--- config.mk ---
export PLATFORM = sky130hd
export DESIGN_NAME = fight_round_ctrl
export DESIGN_NICKNAME = d
export VERILOG_FILES = /design/src/rtl/fight_round_ctrl.sv
export SDC_FILE = /design/constraint.sdc
export NUM_CORES = 1
export LEC_CHECK = 0
export BUFFER_PORTS_ARGS = -buffer_cell sky130_fd_sc_hd__buf_2
export CAP_MARGIN = 40
export CELL_PAD_IN_SITES_DETAIL_PLACEMENT = 1
export CELL_PAD_IN_SITES_GLOBAL_PLACEMENT = 1
export CORE_ASPECT_RATIO = 0.7
export CORE_MARGIN = 2
export CORE_UTILIZATION = 45
export CTS_CLUSTER_SIZE = 14
export DETAILED_ROUTE_END_ITERATION = 8
export GPL_TIMING_DRIVEN = 0
export PLACE_DENSITY_LB_ADDON = 0.1
export SYNTH_ARGS = -nofsm -noshare
export SYNTH_HDL_FRONTEND = slang
export SYNTH_SLANG_ARGS = --single-unit
--- constraint.sdc ---
create_clock -name Clk -period 5.47 [get_ports Clk]
set_input_delay 0.2735 -clock Clk [delete_from_list [all_inputs] [get_ports Clk]]
set_output_delay 0.2735 -clock Clk [all_outputs]
set_load 0.03 [all_outputs]
--- src/rtl/fight_round_ctrl.sv ---
// Round sequencer for the fighter game: round FSM, countdown/round timers,
// both health registers and round-robin arbitration of the shared hit path.
module fight_round_ctrl #(
    parameter int MAX_HEALTH        = 100,
    parameter int FRAMES_PER_SEC    = 60,
    parameter int ROUND_SECONDS     = 99,
    parameter int COUNTDOWN_SECONDS = 3,
    parameter int KO_HOLD_FRAMES    = 120
) (
    input  logic       Clk,
    input  logic       Reset_n,
    input  logic       Soft_Reset,
    input  logic       frame_clk,
    input  logic       start,
    input  logic       p1_hit_req,
    input  logic [7:0] p1_damage,
    input  logic       p2_hit_req,
    input  logic [7:0] p2_damage,
    output logic       p1_hit_ack,
    output logic       p2_hit_ack,
    output logic [7:0] p1_health,
    output logic [7:0] p2_health,
    output logic [6:0] timer_sec,
    output logic [2:0] state,
    output logic       move_enable,
    output logic [1:0] winner,
    output logic       frame_tick
);

    typedef enum logic [2:0] {
        ST_IDLE      = 3'd0,
        ST_COUNTDOWN = 3'd1,
        ST_FIGHT     = 3'd2,
        ST_KO        = 3'd3,
        ST_GAME_OVER = 3'd4
    } state_e;

    typedef enum logic {
        PTR_P1 = 1'b0,
        PTR_P2 = 1'b1
    } side_e;

    localparam logic [7:0] HEALTH_INIT = 8'(MAX_HEALTH);
    localparam logic [7:0] FRAME_LAST  = 8'(FRAMES_PER_SEC - 1);
    localparam logic [6:0] ROUND_INIT  = 7'(ROUND_SECONDS);
    localparam logic [6:0] COUNT_INIT  = 7'(COUNTDOWN_SECONDS);
    localparam logic [7:0] HOLD_LAST   = 8'(KO_HOLD_FRAMES - 1);

    localparam logic [1:0] WIN_NONE = 2'b00;
    localparam logic [1:0] WIN_P1   = 2'b01;
    localparam logic [1:0] WIN_P2   = 2'b10;
    localparam logic [1:0] WIN_DRAW = 2'b11;

    state_e     state_q, state_d;
    side_e      ptr_q, ptr_d;
    logic [7:0] p1_health_q, p1_health_d;
    logic [7:0] p2_health_q, p2_health_d;
    logic [6:0] timer_q, timer_d;
    logic [1:0] winner_q, winner_d;
    logic [7:0] frame_cnt_q, frame_cnt_d;
    logic [7:0] hold_cnt_q, hold_cnt_d;
    logic       p1_ack_q, p1_ack_d;
    logic       p2_ack_q, p2_ack_d;
    logic       move_en_q, move_en_d;
    logic       frame_tick_q, frame_tick_d;
    logic [2:0] frame_sync_q, frame_sync_d;
    logic       start_q, start_d;

    logic start_rise, tick, round_over, load_round;
    logic p1_elig, p2_elig, p1_grant, p2_grant;

    function automatic logic [7:0] sat_sub(input logic [7:0] health, input logic [7:0] damage);
        return (health > damage) ? health - damage : 8'd0;
    endfunction

    // frame_sync_q[1] is the synchronised VS; [2] is its previous value for edge detection.
    assign tick       = frame_sync_q[1] & ~frame_sync_q[2];
    assign start_rise = start & ~start_q;
    assign round_over = (p1_health_q == 8'd0) || (p2_health_q == 8'd0) || (timer_q == 7'd0);

    assign p1_elig  = p1_hit_req & ~p1_ack_q;
    assign p2_elig  = p2_hit_req & ~p2_ack_q;
    assign p1_grant = p1_elig & (~p2_elig | (ptr_q == PTR_P1));
    assign p2_grant = p2_elig & ~p1_grant;

    always_comb begin
        // NOTE: every signal driven here gets a default first so no path can infer a latch.
        state_d      = state_q;
        ptr_d        = ptr_q;
        p1_health_d  = p1_health_q;
        p2_health_d  = p2_health_q;
        timer_d      = timer_q;
        winner_d     = winner_q;
        frame_cnt_d  = frame_cnt_q;
        hold_cnt_d   = hold_cnt_q;
        p1_ack_d     = 1'b0;
        p2_ack_d     = 1'b0;
        frame_sync_d = {frame_sync_q[1:0], frame_clk};
        start_d      = start;
        frame_tick_d = tick;
        load_round   = 1'b0;

        case (state_q)
            ST_IDLE, ST_GAME_OVER: begin
                if (start_rise) begin
                    state_d    = ST_COUNTDOWN;
                    load_round = 1'b1;
                end
            end

            ST_COUNTDOWN: begin
                if (tick) begin
                    if (frame_cnt_q == FRAME_LAST) begin
                        frame_cnt_d = 8'd0;
                        if (timer_q == 7'd1) begin
                            state_d = ST_FIGHT;
                            timer_d = ROUND_INIT;
                        end else begin
                            timer_d = timer_q - 7'd1;
                        end
                    end else begin
                        frame_cnt_d = frame_cnt_q + 8'd1;
                    end
                end
            end

            ST_FIGHT: begin
                if (round_over) begin
                    state_d     = ST_KO;
                    frame_cnt_d = 8'd0;
                    hold_cnt_d  = 8'd0;
                    if (p1_health_q == 8'd0 && p2_health_q == 8'd0) winner_d = WIN_DRAW;
                    else if (p2_health_q == 8'd0)                    winner_d = WIN_P1;
                    else if (p1_health_q == 8'd0)                    winner_d = WIN_P2;
                    else if (p1_health_q > p2_health_q)              winner_d = WIN_P1;
                    else if (p2_health_q > p1_health_q)              winner_d = WIN_P2;
                    else                                             winner_d = WIN_DRAW;
                end else begin
                    if (tick) begin
                        if (frame_cnt_q == FRAME_LAST) begin
                            frame_cnt_d = 8'd0;
                            timer_d     = timer_q - 7'd1;
                        end else begin
                            frame_cnt_d = frame_cnt_q + 8'd1;
                        end
                    end
                    // A contested cycle hands priority to the side that just lost.
                    if (p1_elig && p2_elig) ptr_d = (ptr_q == PTR_P1) ? PTR_P2 : PTR_P1;
                    if (p1_grant) begin
                        p1_ack_d    = 1'b1;
                        p2_health_d = sat_sub(p2_health_q, p1_damage);
                    end
                    if (p2_grant) begin
                        p2_ack_d    = 1'b1;
                        p1_health_d = sat_sub(p1_health_q, p2_damage);
                    end
                end
            end

            ST_KO: begin
                if (tick) begin
                    if (hold_cnt_q == HOLD_LAST) begin
                        state_d    = ST_GAME_OVER;
                        hold_cnt_d = 8'd0;
                    end else begin
                        hold_cnt_d = hold_cnt_q + 8'd1;
                    end
                end
            end

            default: state_d = ST_IDLE;
        endcase

        if (load_round) begin
            p1_health_d = HEALTH_INIT;
            p2_health_d = HEALTH_INIT;
            frame_cnt_d = 8'd0;
            timer_d     = COUNT_INIT;
            winner_d    = WIN_NONE;
        end

        move_en_d = (state_d == ST_FIGHT);
    end

    always_ff @(posedge Clk) begin
        // NOTE: sequential state uses non-blocking assignments so every flop samples pre-edge values.
        if (!Reset_n || Soft_Reset) begin
            state_q      <= ST_IDLE;
            ptr_q        <= PTR_P1;
            p1_health_q  <= HEALTH_INIT;
            p2_health_q  <= HEALTH_INIT;
            timer_q      <= ROUND_INIT;
            winner_q     <= WIN_NONE;
            frame_cnt_q  <= 8'd0;
            hold_cnt_q   <= 8'd0;
            p1_ack_q     <= 1'b0;
            p2_ack_q     <= 1'b0;
            move_en_q    <= 1'b0;
            frame_tick_q <= 1'b0;
            frame_sync_q <= 3'b000;
            start_q      <= 1'b0;
        end else begin
            state_q      <= state_d;
            ptr_q        <= ptr_d;
            p1_health_q  <= p1_health_d;
            p2_health_q  <= p2_health_d;
            timer_q      <= timer_d;
            winner_q     <= winner_d;
            frame_cnt_q  <= frame_cnt_d;
            hold_cnt_q   <= hold_cnt_d;
            p1_ack_q     <= p1_ack_d;
            p2_ack_q     <= p2_ack_d;
            move_en_q    <= move_en_d;
            frame_tick_q <= frame_tick_d;
            frame_sync_q <= frame_sync_d;
            start_q      <= start_d;
        end
    end

    assign p1_hit_ack  = p1_ack_q;
    assign p2_hit_ack  = p2_ack_q;
    assign p1_health   = p1_health_q;
    assign p2_health   = p2_health_q;
    assign timer_sec   = timer_q;
    assign state       = state_q;
    assign move_enable = move_en_q;
    assign winner      = winner_q;
    assign frame_tick  = frame_tick_q;

endmodule

Yosys cells after proc, flatten, opt, wreduce, memory -nomap -nowiden
Cells that the tools add are included.
Widths: inputs -> output; s select.
Storage, ports and cells
  bits in registers: 53
  output and inout port bits: 32
  word-level logic and storage cells: 119
Operators by class
  add/subtract/negate cells: 5
  order comparisons: 4
  eq/ne operators: 20
  muxes and demuxes: 36
  bitwise operators: 16
  reductions and logical operators: 23
Operators by type and width (number)
  $mux 8: 8
  $mux 7: 7
  $gt 8x8->1: 4
  $pmux 8 s2: 2
  $mux 3: 7
  $add 8x1->8 const B: 2
  $logic_not 8->1: 2
  $sub 8x8->8: 2
  $ne 3x3->1 const B: 5
  $ne 2x2->1 const B: 7
  $pmux 7 s2: 1
  $pmux 3 s4: 1
  $reduce_and 3->1: 4
  $reduce_and 6->1: 2
  $eq 3x2->1 const B: 3
  $not 1->1: 9
  $eq 8x6->1 const B: 1
  $eq 8x7->1 const B: 1
  $mux 2: 4
  $eq 7x1->1 const B: 1
  $logic_not 7->1: 1
  $sub 7x1->7 const B: 1
  $and 1x1->1: 6
  $mux 1: 6
  12 further kinds: 17

Logic depth before layout (Yosys ltp)
  depth in word-level cells: 8
  gate-level depth with buffers: 10
  mapped depth without buffers: 10

Least setup slack after synthesis
Ideal clock, no wire load.
  kind: reg2reg
  start: reg timer_q[0] (netlist: timer_sec[0])
  end: reg p1_health_q[2] (netlist: p1_health[2])
  library setup time: 0.122 ns
  data arrival time: 2.308 ns
  required time: 5.348 ns
  path slack: 3.040 ns
  stages on the path, launching flop included: 8
  path buffers: 1
  clock period less this slack: 2.430 ns
  cell sequence: dfxtp_1 -> inv_1 -> ha_1 -> and4b_1 -> or4_4 -> or2_0 -> buf_6 -> a221o_1
Between the ends
  longest elaborated chain between the ends: 4
Ends and longest elaborated chain
  start, declared: RTL line 58  | logic [6:0] timer_q, timer_d;
  start signal, assigned: RTL line 207  | timer_q <= timer_d;
  $logic_not 7->1: RTL line 79  | assign round_over = (p1_health_q == 8'd0) || (p2_health_q == 8'd0) || (timer_q == 7'd0);
  $logic_or 1x1->1: RTL line 79
  $not 1->1 (no source line)
  $reduce_and 3->1 (no source line)
  end signal, assigned: RTL line 205  | p1_health_q <= p1_health_d;
  end, declared: RTL line 56  | logic [7:0] p1_health_q, p1_health_d;
Every way passes these cells.
A chain may end at the register's enable or synchronous reset.

Final worst setup path
  start: reg p2_health_q[0] (netlist: p2_health[0])
  end: reg p2_health_q[7] (netlist: p2_health[7])
Between the ends
  longest elaborated chain between the ends: 5
Ends and longest elaborated chain
  start, declared: RTL line 57  | logic [7:0] p2_health_q, p2_health_d;
  start signal, assigned: RTL line 206  | p2_health_q <= p2_health_d;
  parallel branches: the longest is 5 deep, another holds $sub 8x8->8
Several ways; the timed one is not identified.

==> tab_implementation.tex <==
\begin{tabular}{lr}
\hline
Metric & Value \\
\hline
\multicolumn{2}{l}{\textbf{Status}} \\
\quad Outcome & finished, final reports clean \\
\multicolumn{2}{l}{\textbf{STA}} \\
\quad Final setup slack of the worst path & 2.97 ns \\
\quad Headroom to the max-slew limit & 35.0\% \\
\quad F\_max & 0.400 GHz \\
\quad Finish-stage setup viols & 0 \\
\quad Post-Route Skew & 0.0133 ns \\
\quad Setup TNS & 0 ns \\
\quad RSZ-0062 raised after global routing & false \\
\quad Min Tclk post-route & 2.50 ns \\
\quad Share of the cycle needed by the critical path after routing & 45.7\% \\
\quad Final Hold Vio Count & 0 \\
\quad Actual transition at the worst max-transition pin & 0.961 ns \\
\quad Final count of pins violating max slew & 0 \\
\multicolumn{2}{l}{\textbf{Setup path}} \\
\quad Largest fanout of any net on the critical path & 7 \\
\quad Critical path startpoint category & flop \\
\quad Critical path capture point type & flop \\
\quad Critical path class & flop to flop \\
\quad Required time worst endpoint & 5.71 ns \\
\quad Arrival time of the worst setup path & 2.74 ns \\
\multicolumn{2}{l}{\textbf{Floorplan}} \\
\quad Die area & 0.00795 mm2 \\
\quad Die extent in y & 75.2 um \\
\quad Width of the die & 106 um \\
\quad Number of top-level pins & 55 \\
\quad Area of the core & 0.00688 mm2 \\
\quad Initial Utilization & 47.3\% \\
\quad Number of standard-cell rows in the floorplan & 25 \\
\multicolumn{2}{l}{\textbf{Power and ir drop}} \\
\quad Net switching power of the design & 0.000184 W \\
\quad Power density relative to cell area & 197 mW/mm2 \\
\quad Cell Int Power & 0.000555 W \\
\quad Leakage power & 1.63 nW \\
\quad Maximum resistive drop on vdd & 0.139 mV \\
\quad Share of total power in sequential cells & 52.6\% \\
\quad Share of power burned in the clock network & 37.4\% \\
\quad Switching power as a share of total power & 24.9\% \\
\quad Comb power frac & 10.1\% \\
\multicolumn{2}{l}{\textbf{CTS}} \\
\quad Clock tree sinks & 53 \\
\quad Source-to-sink clock delay at the later pin of the worst-skew pair & 0.32 ns \\
\quad H-tree lvl count & 2 \\
\quad Setup Buffers After CTS & 0 \\
\quad Num CTS Buffers & 5 \\
\quad Clock tree from TritonCTS & built \\
\quad Clock-pin transition on the worst setup and hold timing paths & 0.10 ns \\
\quad Count of instances resized after the clock tree is built & 0 \\
\quad Library cell used as clock root buffer & clkbuf\_8 \\
\quad Maximum clock insertion buffer count & 2 \\
\quad Number of buffers added to fix hold violations after cts & 0 \\
\multicolumn{2}{l}{\textbf{Yosys}} \\
\quad Count of distinct cell types in the synthesized netlist & 50 \\
\quad Number of storage elements in the synthesis netlist & 53 \\
\quad Sequential cell area fraction in the yosys report & 32.6\% \\
\quad Syn Nets & 453 \\
\quad Largest area contributor in the netlist & dfxtp\_1 \\
\quad Post-Syn Instances & 400 \\
\quad Mapped cell area & 0.00326 mm2 \\
\quad Mean Syn Cell Area & 8.15 um2 \\
\quad Count of yosys warnings during synthesis & 0 \\
\quad Post-synth EDFFs & 0 \\
\quad Async S/R FF share, synth & 0\% \\
\quad Top\_reg\_cell synth & dfxtp\_1 \\
\quad Ranking of synthesized cells by area & dfxtp\_1, ha\_1, nor2\_1 \\
\quad Share of the synthesized area in the top cell type & 32.6\% \\
\multicolumn{2}{l}{\textbf{GRT}} \\
\quad Number of global-route vias before repair & 3115 \\
\quad Met2 Use GR & 40.6\% \\
\quad Remaining global-route overflow & 0 \\
\quad All-layer global routing usage & 24.1\% \\
\quad Global Route met3 Usage & 3.55\% \\
\quad Pin count of the biggest net entering global routing & 17 \\
\quad First-pass GRT wire length & 15.1 mm \\
\quad Global routing met1 resource utilization & 33.2\% \\
\quad Peak-usage layer in the global routing report & met2 \\
\quad Antenna violations before repair & 0 \\
\multicolumn{2}{l}{\textbf{Layout}} \\
\quad Most frequent cells in the layout & buf\_2, dfxtp\_1, nor2\_1 \\
\quad Commonest non-fill, non-tap cell in the layout & buf\_2 \\
\quad Post-synthesis to final-layout area growth & 15.3\% \\
\quad Number of antenna repair diodes & 0 \\
\quad Number of nets in the finished design & 514 \\
\quad Layout cell share with drive strength beyond 1 & 15.4\% \\
\multicolumn{2}{l}{\textbf{Placement}} \\
\quad Port buffer count & 54 \\
\quad Detail Placement HPWL & 7.25 mm \\
\quad Final weighted congestion in routability-driven placement & 0.845 \\
\quad Minimum setup slack after placement & 3.02 ns \\
\multicolumn{2}{l}{\textbf{Worst hold path}} \\
\quad Type of the tightest min-delay check & primary input to flop \\
\multicolumn{2}{l}{\textbf{Drt}} \\
\quad Count of routing violations after the opening detailed-route iteration & 125 \\
\quad Avg Vias per Cell & 5.67 \\
\quad Mean routed wirelength per cell & 16.5 um \\
\quad Total wirelength of the detailed-routed design & 9.19 mm \\
\quad Vias post-DR & 3154 \\
\quad Number of remaining DRC errors & 0 \\
\quad Number of nets with antenna violations after routing & 0 \\
\quad Number of detailed-route iterations in the first pass & 5 \\
\multicolumn{2}{l}{\textbf{Run}} \\
\quad Count of maximum capacitance violations & 0 \\
\hline
\end{tabular}
-- cell families after synthesis --
group | after synthesis | share of synthesized area [%]
muxes | 3 | 0.922
DFF | 53 | 32.6
xor gates and xnor gates | 23 | 6.18
and+or+nand+nor | 169 | 27.2
AOI/OAI and AO/OA | 82 | 16.3
buffers and inverters | 40 | 4.88
adders and majority gates | 30 | 12.0
-- cell usage after synthesis, types with 10 or more instances --
library cell,count
a21oi_1,23
dfxtp_1,53
ha_1,28
inv_1,31
nand2_1,22
nand3_1,13
nand4_1,10
nor2_1,51
nor3_1,12
o21ai_0,18
xor2_1,16
-- stage by stage --
step / util (%) / instances / instance area [um2] / hold slack [ns] / total power [W]
2_1_floorplan: - / 400 / 3260 / 0.395 / 0.000448
3_3_place_gp: 53.0 / 548 / 3650 / 0.410 / 0.000468
3_5_place_dp: 53.0 / 548 / 3650 / 0.436 / 0.000471
4_1_cts: 54.6 / 556 / 3760 / 0.150 / 0.000743
5_1_grt: 54.6 / 556 / 3760 / 0.152 / 0.000769
6_report: 54.6 / 556 / 3760 / 0.148 / 0.000739
-- worst paths after layout --
check	from	cells after the start	endpoint	slack, ns
hold / removal	frame_clk	2	frame_sync_q[0]	0.15
setup reg to reg	p2_health[0]	10	p2_health[7]	2.97
setup / recovery	p2_health[0]	10	p2_health[7]	2.97
hold reg to reg	frame_sync_q[0]	1	frame_sync_q[1]	0.46
-- final cells by class --
cell class	count	area, um2
Tap cell	94	118
Sequential cell	53	1060
Multi-Input combinational cell	307	2040
Clock buffer	6	72.6
Inverter	31	116
Fill cell	887	3120
Clock inverter	2	38.8
Buffer	9	42.5
Timing Repair Buffer	54	270
-- worst max-delay path: stages (launching register included) --
cell	delay, ns
dfxtp_1	0.42
inv_1	0.12
ha_1	0.21
inv_1	0.08
fa_1	0.22
nand3_1	0.12
a21oi_1	0.15
o32ai_1	0.14
nor3_1	0.59
o21ai_0	0.20
a21oi_1	0.19
-- power groups by stage --
stage	Sequential, W	Combinational (W)	Clock [W]
2_1_floorplan	0.000400	0.0000486	0
3_3_place_gp	0.000398	0.0000704	0
3_5_place_dp	0.000398	0.0000738	0
4_1_cts	0.000389	0.0000741	0.000281
5_1_grt	0.000389	0.0000836	0.000296
6_report	0.000389	0.0000744	0.000276
-- state kept, by name, indices dropped and copies added (netlist names), 2 cells and up --
signal	count
frame_cnt_q	8
hold_cnt_q	8
p1_health	8
p2_health	8
timer_sec	7
frame_sync_q	3
state	3
winner	2
-- layer usage --
metal / vias to the layer above / wire [um]
met2: 56 / 4140
li1: 1557 / -
met4: 0 / 87
met3: 9 / 262
met1: 1532 / 4700
met5: - / 0
Note: power is estimated with default switching activity, not from simulation.
